`src/rtl/fsm_cond_pkg.sv`:
```
// fsm_cond_pkg: shared symbol type, conditioner state encoding and idle symbol.
`default_nettype none

package fsm_cond_pkg;

    typedef logic [1:0] symbol_t;

    typedef enum logic {
        ST_STABLE = 1'b0,
        ST_TRACK  = 1'b1
    } cond_state_t;

    localparam symbol_t SYM_IDLE = 2'b00;

endpackage

`default_nettype wire

```
`src/rtl/fsm_input_conditioner_sync.sv`:
```
// sync_chain: per-bit multi-flop synchroniser with asynchronous reset to RST_VAL.
`default_nettype none

module sync_chain #(
    parameter int               WIDTH   = 2,
    parameter int               STAGES  = 2,
    parameter logic [WIDTH-1:0] RST_VAL = '0
) (
    input  logic             clk,
    input  logic             reset,
    input  logic [WIDTH-1:0] d,
    output logic [WIDTH-1:0] q
);

    logic [WIDTH-1:0] stages [STAGES];

    always_ff @(posedge clk or posedge reset) begin
        if (reset) begin
            for (int i = 0; i < STAGES; i++) begin
                stages[i] <= RST_VAL;
            end
        end else begin
            stages[0] <= d;
            for (int i = 1; i < STAGES; i++) begin
                stages[i] <= stages[i-1];
            end
        end
    end

    assign q = stages[STAGES-1];

endmodule

`default_nettype wire

```
`src/rtl/fsm_input_conditioner.sv`:
```
// fsm_input_conditioner: synchronises and debounces a 2-bit raw symbol for the
// downstream control FSMs, flagging accepted changes and counting rejected candidates.
`default_nettype none

module fsm_input_conditioner
    import fsm_cond_pkg::*;
#(
    parameter int      SYNC_STAGES     = 2,
    parameter int      DEBOUNCE_CYCLES = 4,
    parameter symbol_t RESET_SYMBOL    = SYM_IDLE
) (
    input  logic       clk,
    input  logic       reset,
    input  logic [1:0] raw_in,
    input  logic       enable,
    output logic [1:0] sym_out,
    output logic       sym_valid,
    output logic       sym_change,
    output logic [7:0] glitch_cnt
);

    localparam int             CW       = $clog2(DEBOUNCE_CYCLES) + 1;
    localparam logic [CW-1:0]  CNT_LAST = CW'(DEBOUNCE_CYCLES - 1);

    symbol_t       sync;
    symbol_t       cand;
    logic [CW-1:0] cnt;
    cond_state_t   state;

    sync_chain #(
        .WIDTH   (2),
        .STAGES  (SYNC_STAGES),
        .RST_VAL (RESET_SYMBOL)
    ) u_sync (
        .clk   (clk),
        .reset (reset),
        .d     (raw_in),
        .q     (sync)
    );

    always_ff @(posedge clk or posedge reset) begin
        if (reset) begin
            state      <= ST_STABLE;
            cand       <= RESET_SYMBOL;
            cnt        <= '0;
            sym_out    <= RESET_SYMBOL;
            sym_valid  <= 1'b1;
            sym_change <= 1'b0;
            glitch_cnt <= 8'h00;
        end else begin
            sym_change <= 1'b0;
            if (!enable) begin
                // Disabling abandons any pending candidate without counting it as a glitch.
                state     <= ST_STABLE;
                cnt       <= '0;
                sym_valid <= 1'b1;
            end else begin
                case (state)
                    ST_STABLE: begin
                        if (sync != sym_out) begin
                            state     <= ST_TRACK;
                            cand      <= sync;
                            cnt       <= CW'(1);
                            sym_valid <= 1'b0;
                        end
                    end
                    ST_TRACK: begin
                        if (sync == cand) begin
                            if (cnt == CNT_LAST) begin
                                sym_out    <= cand;
                                sym_change <= 1'b1;
                                cnt        <= '0;
                                state      <= ST_STABLE;
                                sym_valid  <= 1'b1;
                            end else begin
                                cnt <= cnt + CW'(1);
                            end
                        end else begin
                            if (glitch_cnt != 8'hFF) begin
                                glitch_cnt <= glitch_cnt + 8'd1;
                            end
                            if (sync == sym_out) begin
                                state     <= ST_STABLE;
                                cnt       <= '0;
                                sym_valid <= 1'b1;
                            end else begin
                                cand <= sync;
                                cnt  <= CW'(1);
                            end
                        end
                    end
                    default: begin
                        state     <= ST_STABLE;
                        cnt       <= '0;
                        sym_valid <= 1'b1;
                    end
                endcase
            end
        end
    end

endmodule

`default_nettype wire

```
`config.mk`:
```
export PLATFORM = sky130hd
export DESIGN_NAME = fsm_input_conditioner
export DESIGN_NICKNAME = d
export VERILOG_FILES = /design/src/rtl/fsm_cond_pkg.sv /design/src/rtl/fsm_input_conditioner_sync.sv /design/src/rtl/fsm_input_conditioner.sv
export SDC_FILE = /design/constraint.sdc
export NUM_CORES = 1
export LEC_CHECK = 0
export BUFFER_PORTS_ARGS = -buffer_cell sky130_fd_sc_hd__buf_4
export CORE_MARGIN = 2
export CORE_UTILIZATION = 40
export CTS_BUF_LIST = sky130_fd_sc_hd__clkbuf_2
export DETAILED_ROUTE_END_ITERATION = 7
export PLACE_DENSITY = 0.71
export SYNTH_ARGS = -nofsm -noshare
export SYNTH_HDL_FRONTEND = slang
export SYNTH_HIERARCHICAL = 1
export SYNTH_SLANG_ARGS = --single-unit
export TNS_END_PERCENT = 50
```
`constraint.sdc`:
```
create_clock -name clk -period 2.1 [get_ports clk]
set_input_delay 0.42 -clock clk [delete_from_list [all_inputs] [get_ports clk]]
set_output_delay 0.42 -clock clk [all_outputs]
set_load 0.05 [all_outputs]
```
Word level (Yosys, flattened, before mapping)
Cells that the tools add are included.
{"block": "totals", "elab_cells": 54, "regBits": 22, "input_bits": 5, "out_inout_bits": 12}
{"block": "op_classes", "n_mux": 26, "n_eq_ne": 11, "n_addsub": 2, "n_bitwise": 2, "n_reduce_logical": 4}
{"operator": "2-to-1 mux 1 bit", "n": 15}
{"operator": "2-to-1 mux 3 bit", "n": 4}
{"operator": "AND reduction 4 bit", "n": 3}
{"operator": "adder 8 x 1 -> 8 bit (second input constant)", "n": 1}
{"operator": "inequality test 8 bit (second input constant)", "n": 1}
{"operator": "2-to-1 mux 2 bit", "n": 3}
{"operator": "inequality test 2 bit (second input constant)", "n": 3}
{"operator": "case mux 3 bit (2 select lines)", "n": 1}
{"operator": "== test 2 bit", "n": 2}
{"operator": "inequality test 4 x 2 -> 1 bit (second input constant)", "n": 1}
{"operator": "inequality test 4 x 3 -> 1 bit (second input constant)", "n": 1}
{"operator": "case mux 1 bit (2 select lines)", "n": 2}
{"operator": "case mux 2 bit (2 select lines)", "n": 1}
{"operator": "adder 3 x 1 -> 3 bit (second input constant)", "n": 1}
{"operator": "== test 3 x 2 -> 1 bit (second input constant)", "n": 1}
{"operator": "inequality test 3 bit (second input constant)", "n": 1}
{"operator": "AND reduction 3 bit", "n": 1}
{"operator": "inequality test 2 bit", "n": 1}
{"operator": "inverter 1 bit", "n": 2}

Logic depth before layout (Yosys ltp)
{"block": "logic_depth", "word_depth": 5, "depth_mapped": 5}

Hierarchy
The synthesis kept the hierarchy.
{"module": "fsm_input_conditioner", "seq_area_each_um2": 451.7, "cells_each": 80, "area_per_inst_um2": 938.4, "n_inst": 1}
{"module": "sync_chain", "seq_area_each_um2": 100.1, "cells_each": 7, "area_per_inst_um2": 118.9, "n_inst": 1}

Worst setup path before layout
Ideal clock, no wire load.
{"block": "synth_path", "path_kind": "register -> register", "from": "register glitch_cnt[0]", "to": "register glitch_cnt[1]", "stages_incl_launch_ff": 6, "synth_period_minus_slack_ns": 1.793, "t_arrival_ns": 1.666, "setup_slack_ns": 0.307, "path_buffers": 0, "cell_sequence": "dfrtp_1 > ha_1 > nand3_1 > nand2b_1 > nor3b_2 > mux2_1"}
{"block": "synth_via", "elab_chain_cells": 2, "word_cells_on_any_way": 3, "cone_classes": "add/sub (1); eq/ne (1); reduce/logical (1)"}
{"element": "start, declared", "line_no": "fsm_input_conditioner.sv:19", "text": "output logic [7:0] glitch_cnt"}
{"element": "start signal, assigned", "line_no": "fsm_input_conditioner.sv:80", "text": "glitch_cnt <= glitch_cnt + 8'd1;"}
{"element": "parallel branches: the longest is 2 deep, another holds adder 8 x 1 -> 8 bit"}
Several ways; the timed one is not identified.
A chain may end at the register's enable or synchronous reset.

Worst setup path after layout
{"block": "layout_path", "from": "register u_sync.stages (netlist bit u_sync/q[1])", "to": "register sym_out[0]"}
{"block": "layout_via", "elab_chain_cells": 2}
{"element": "start, declared", "line_no": "fsm_input_conditioner_sync.sv:15", "text": "logic [WIDTH-1:0] stages [STAGES];"}
{"element": "start signal, assigned by index", "line_no": "fsm_input_conditioner_sync.sv:25", "text": "stages[i] <= stages[i-1];"}
{"element": "== test 2 bit", "line_no": "fsm_input_conditioner.sv:68", "text": "if (sync == cand) begin"}
{"element": "AND reduction 4 bit (no line)"}
{"element": "end signal, assigned", "line_no": "fsm_input_conditioner.sv:70", "text": "sym_out <= cand;"}
{"element": "end, declared", "line_no": "fsm_input_conditioner.sv:16", "text": "output logic [1:0] sym_out,"}
No other way between the ends.

==> results.sh <==
export IMPL_outcome="finished clean"
export IMPL_final_antenna_net_count=0
export IMPL_drc_errors=0
export IMPL_wl_per_cell_um=13.44
export IMPL_finalPower_mw=1.215
export IMPL_diodes=0
export IMPL_final_common_cell="dfrtp_1"
export IMPL_htree_levels=1
export IMPL_final_cells=136
export IMPL_finalCritPeriodShare_pct=79.49
export IMPL_vias=721
export IMPL_core_area_mm2=0.002500
export IMPL_whs_endpoint="u_sync/stages[3]"
export IMPL_setup_violations=0
export IMPL_final_nets=114
export IMPL_n_fill_cell=233
export IMPL_first_global_vias=692
export IMPL_syn_area_mm2=0.001057
export IMPL_io_buffer_count=16
export IMPL_ys_warnings_count=6
export IMPL_max_freq_mhz=599.0
export IMPL_netlist_cell_type_count=36
export IMPL_synthTopCellsByArea="dfrtp_1 50%, mux2_1 5.3%, nand3_1 3.3%"
export IMPL_setup_slack_ns=0.4307
export IMPL_finClkSkew_ns=0.004338
export IMPL_r2r_cells=4
export IMPL_synth_seq_cells=22
export IMPL_final_cell_mix="21 x dfrtp_1, 16 x buf_4, 7 x nand3_1"
export IMPL_arrival_ns=1.89
export IMPL_worstSetupPathType="reg -> reg"
export IMPL_cts_tree="done"
export IMPL_cts_max_path_buffers=2
export IMPL_ios=17
export IMPL_syn_nets=94
export IMPL_required_ns=2.32
export IMPL_postLayoutCoreUtil_pct=49.20
export IMPL_whs_path_depth=1
export IMPL_cp_end_kind="register"
export IMPL_hp_class="in -> reg"
export IMPL_fin_crit_ns=1.669
export IMPL_reg2reg_to="sym_out[0]"
export IMPL_syn_area_per_cell_um2=12.15
export IMPL_hold_viol_final=0
export IMPL_drtIter0Drc=17
export IMPL_num_rows=18
export IMPL_tightest_slew_ns=0.6964
export IMPL_routed_wl_mm=1.828
export IMPL_synth_cells=87
export IMPL_clk_latency_ns=0.31
export IMPL_via_per_inst=5.301
export IMPL_gp_congestion=0.7830
export IMPL_dpl_cell_area_mm2=0.001200
export IMPL_crit_fanout=8
export IMPL_ys_seq_area_share_pct=52.19
export IMPL_rrSetupSlack_ns=0.43
export IMPL_ir_worst_vdd_v=0.0006481
export IMPL_numCtsBuffers=3
export IMPL_areaGrowthSynthToFinish_pct=16.33
export IMPL_fin_area_mm2=0.001230
export IMPL_die_area_mm2=0.003070
export IMPL_root_buffer="clkbuf_2"
export IMPL_fin_tns_setup_ns=0
export IMPL_die_h_um=55.41
export IMPL_rr_startpoint="u_sync/q[1]"
export IMPL_drive_gt1_share_pct=29.25
export IMPL_maxCapViolations=0
export IMPL_synth_top_area_share_pct=49.70
export IMPL_cts_clk_slew_worst_paths_ns=0.21
export IMPL_p_leak_nw=0.5634
export IMPL_grtUsageTotal_pct=12.70
export IMPL_antenna_found_initial=0
export IMPL_rsz0062_at_grt="no"
export IMPL_start_util_pct=42.29
export IMPL_grt_overflow=0
export IMPL_dp_cells=131
export IMPL_first_pass_iters=4
export IMPL_place_ws_ns=0.4440
export IMPL_yosys_area_top_type="dfrtp_1"
export IMPL_hpwl_mm=1.349
export IMPL_hp_start="raw_in[1]"
export IMPL_max_slew_margin_pct=53.52
export IMPL_setup_worst_path_start="u_sync/q[1]"
export IMPL_die_w_um=55.41
export IMPL_power_density_mw_per_mm2=987.6
export IMPL_grt_max_degree=19
export IMPL_grt_pass1_wl_mm=3.105
export IMPL_holdWs_ns=0.1961
export IMPL_drv_slew=0
export IMPL_cp_start_kind="register"
export IMPL_cts_sinks=22
-- worst max-delay path, stage by stage (launching register included) --
cell     delay, ns
dfrtp_1       0.47
xnor2_2       0.31
nand2_2       0.20
nor3_4        0.26
mux2_1        0.35
-- flip-flops by register name, indices dropped and copies added (netlist names) --
name,count
u_sync/stages,2
state,1
sym_out,2
cnt,3
u_sync/q,2
sym_change,1
cand,2
sym_valid,1
glitch_cnt,8
-- metal layers --
| metal | track usage, % | wire length (um) | vias up |
|---|---|---|---|
| met5 | 0 | 0 | - |
| met4 | 4.181 | 17 | 0 |
| met3 | 3.044 | 59 | 2 |
| met2 | 20.41 | 907 | 15 |
| met1 | 16.84 | 844 | 355 |
| li1 | - | - | 349 |
-- area by class of cell --
type                    count  area [um^2]  area share, %
repair buffers             17        130.1          10.58
flip-flops and latches     22        551.8          44.86
clock buffers               4        20.02          1.628
well taps                  30        37.54          3.052
inverters                   4        15.01          1.221
multi-input cells          59        475.5          38.66
-- logic make-up after synthesis --
logic type	share of synthesized area (%)
DFF	52.19
buffers and inverters	2.839
and+or+nand+nor	16.45
AOI/OAI and AO/OA	11.24
muxes	7.692
xor gates and xnor gates	7.220
adders and majority gates	2.366
-- how the worst max path moves through the flow --
stage | end | slack (ns) | cells past startpoint
after floorplan | glitch_cnt[1] | 0.31 | 5
after global placement | sym_out[1] | 0.50 | 4
after detailed placement | sym_out[0] | 0.44 | 4
after CTS | sym_out[0] | 0.41 | 4
after global routing | sym_out[0] | 0.31 | 4
final | sym_out[0] | 0.43 | 4
-- power by group --
part	leakage (nW)	internal [mW]	switching (mW)
clock network	0.0166	0.0504	0.125
registers	0.272	0.491	0.0809
logic	0.274	0.155	0.312
-- cells in the mapped netlist, drive strengths merged --
cell	count
a211oi	1
a21oi	1
a22oi	1
a31oi	1
a32o	1
a41oi	1
and2	1
and3	1
and4	1
buf	2
dfrtp	21
dfstp	1
ha	2
inv	4
mux2	6
mux2i	1
nand2	4
nand2b	2
nand3	7
nand4	1
nor2	5
nor2b	1
nor3	3
nor3b	1
nor4	1
o21a	3
o21ai	4
o311a	1
o32ai	1
xnor2	4
xor2	3
-- timing repair --
action,in CTS,in global routing
endpoints found under the setup margin,0,0
endpoints found under the hold margin,4,0
hold buffers,1,0
gates resized for setup,0,0
setup buffers,0,0
(Power assumes the default switching activity.)
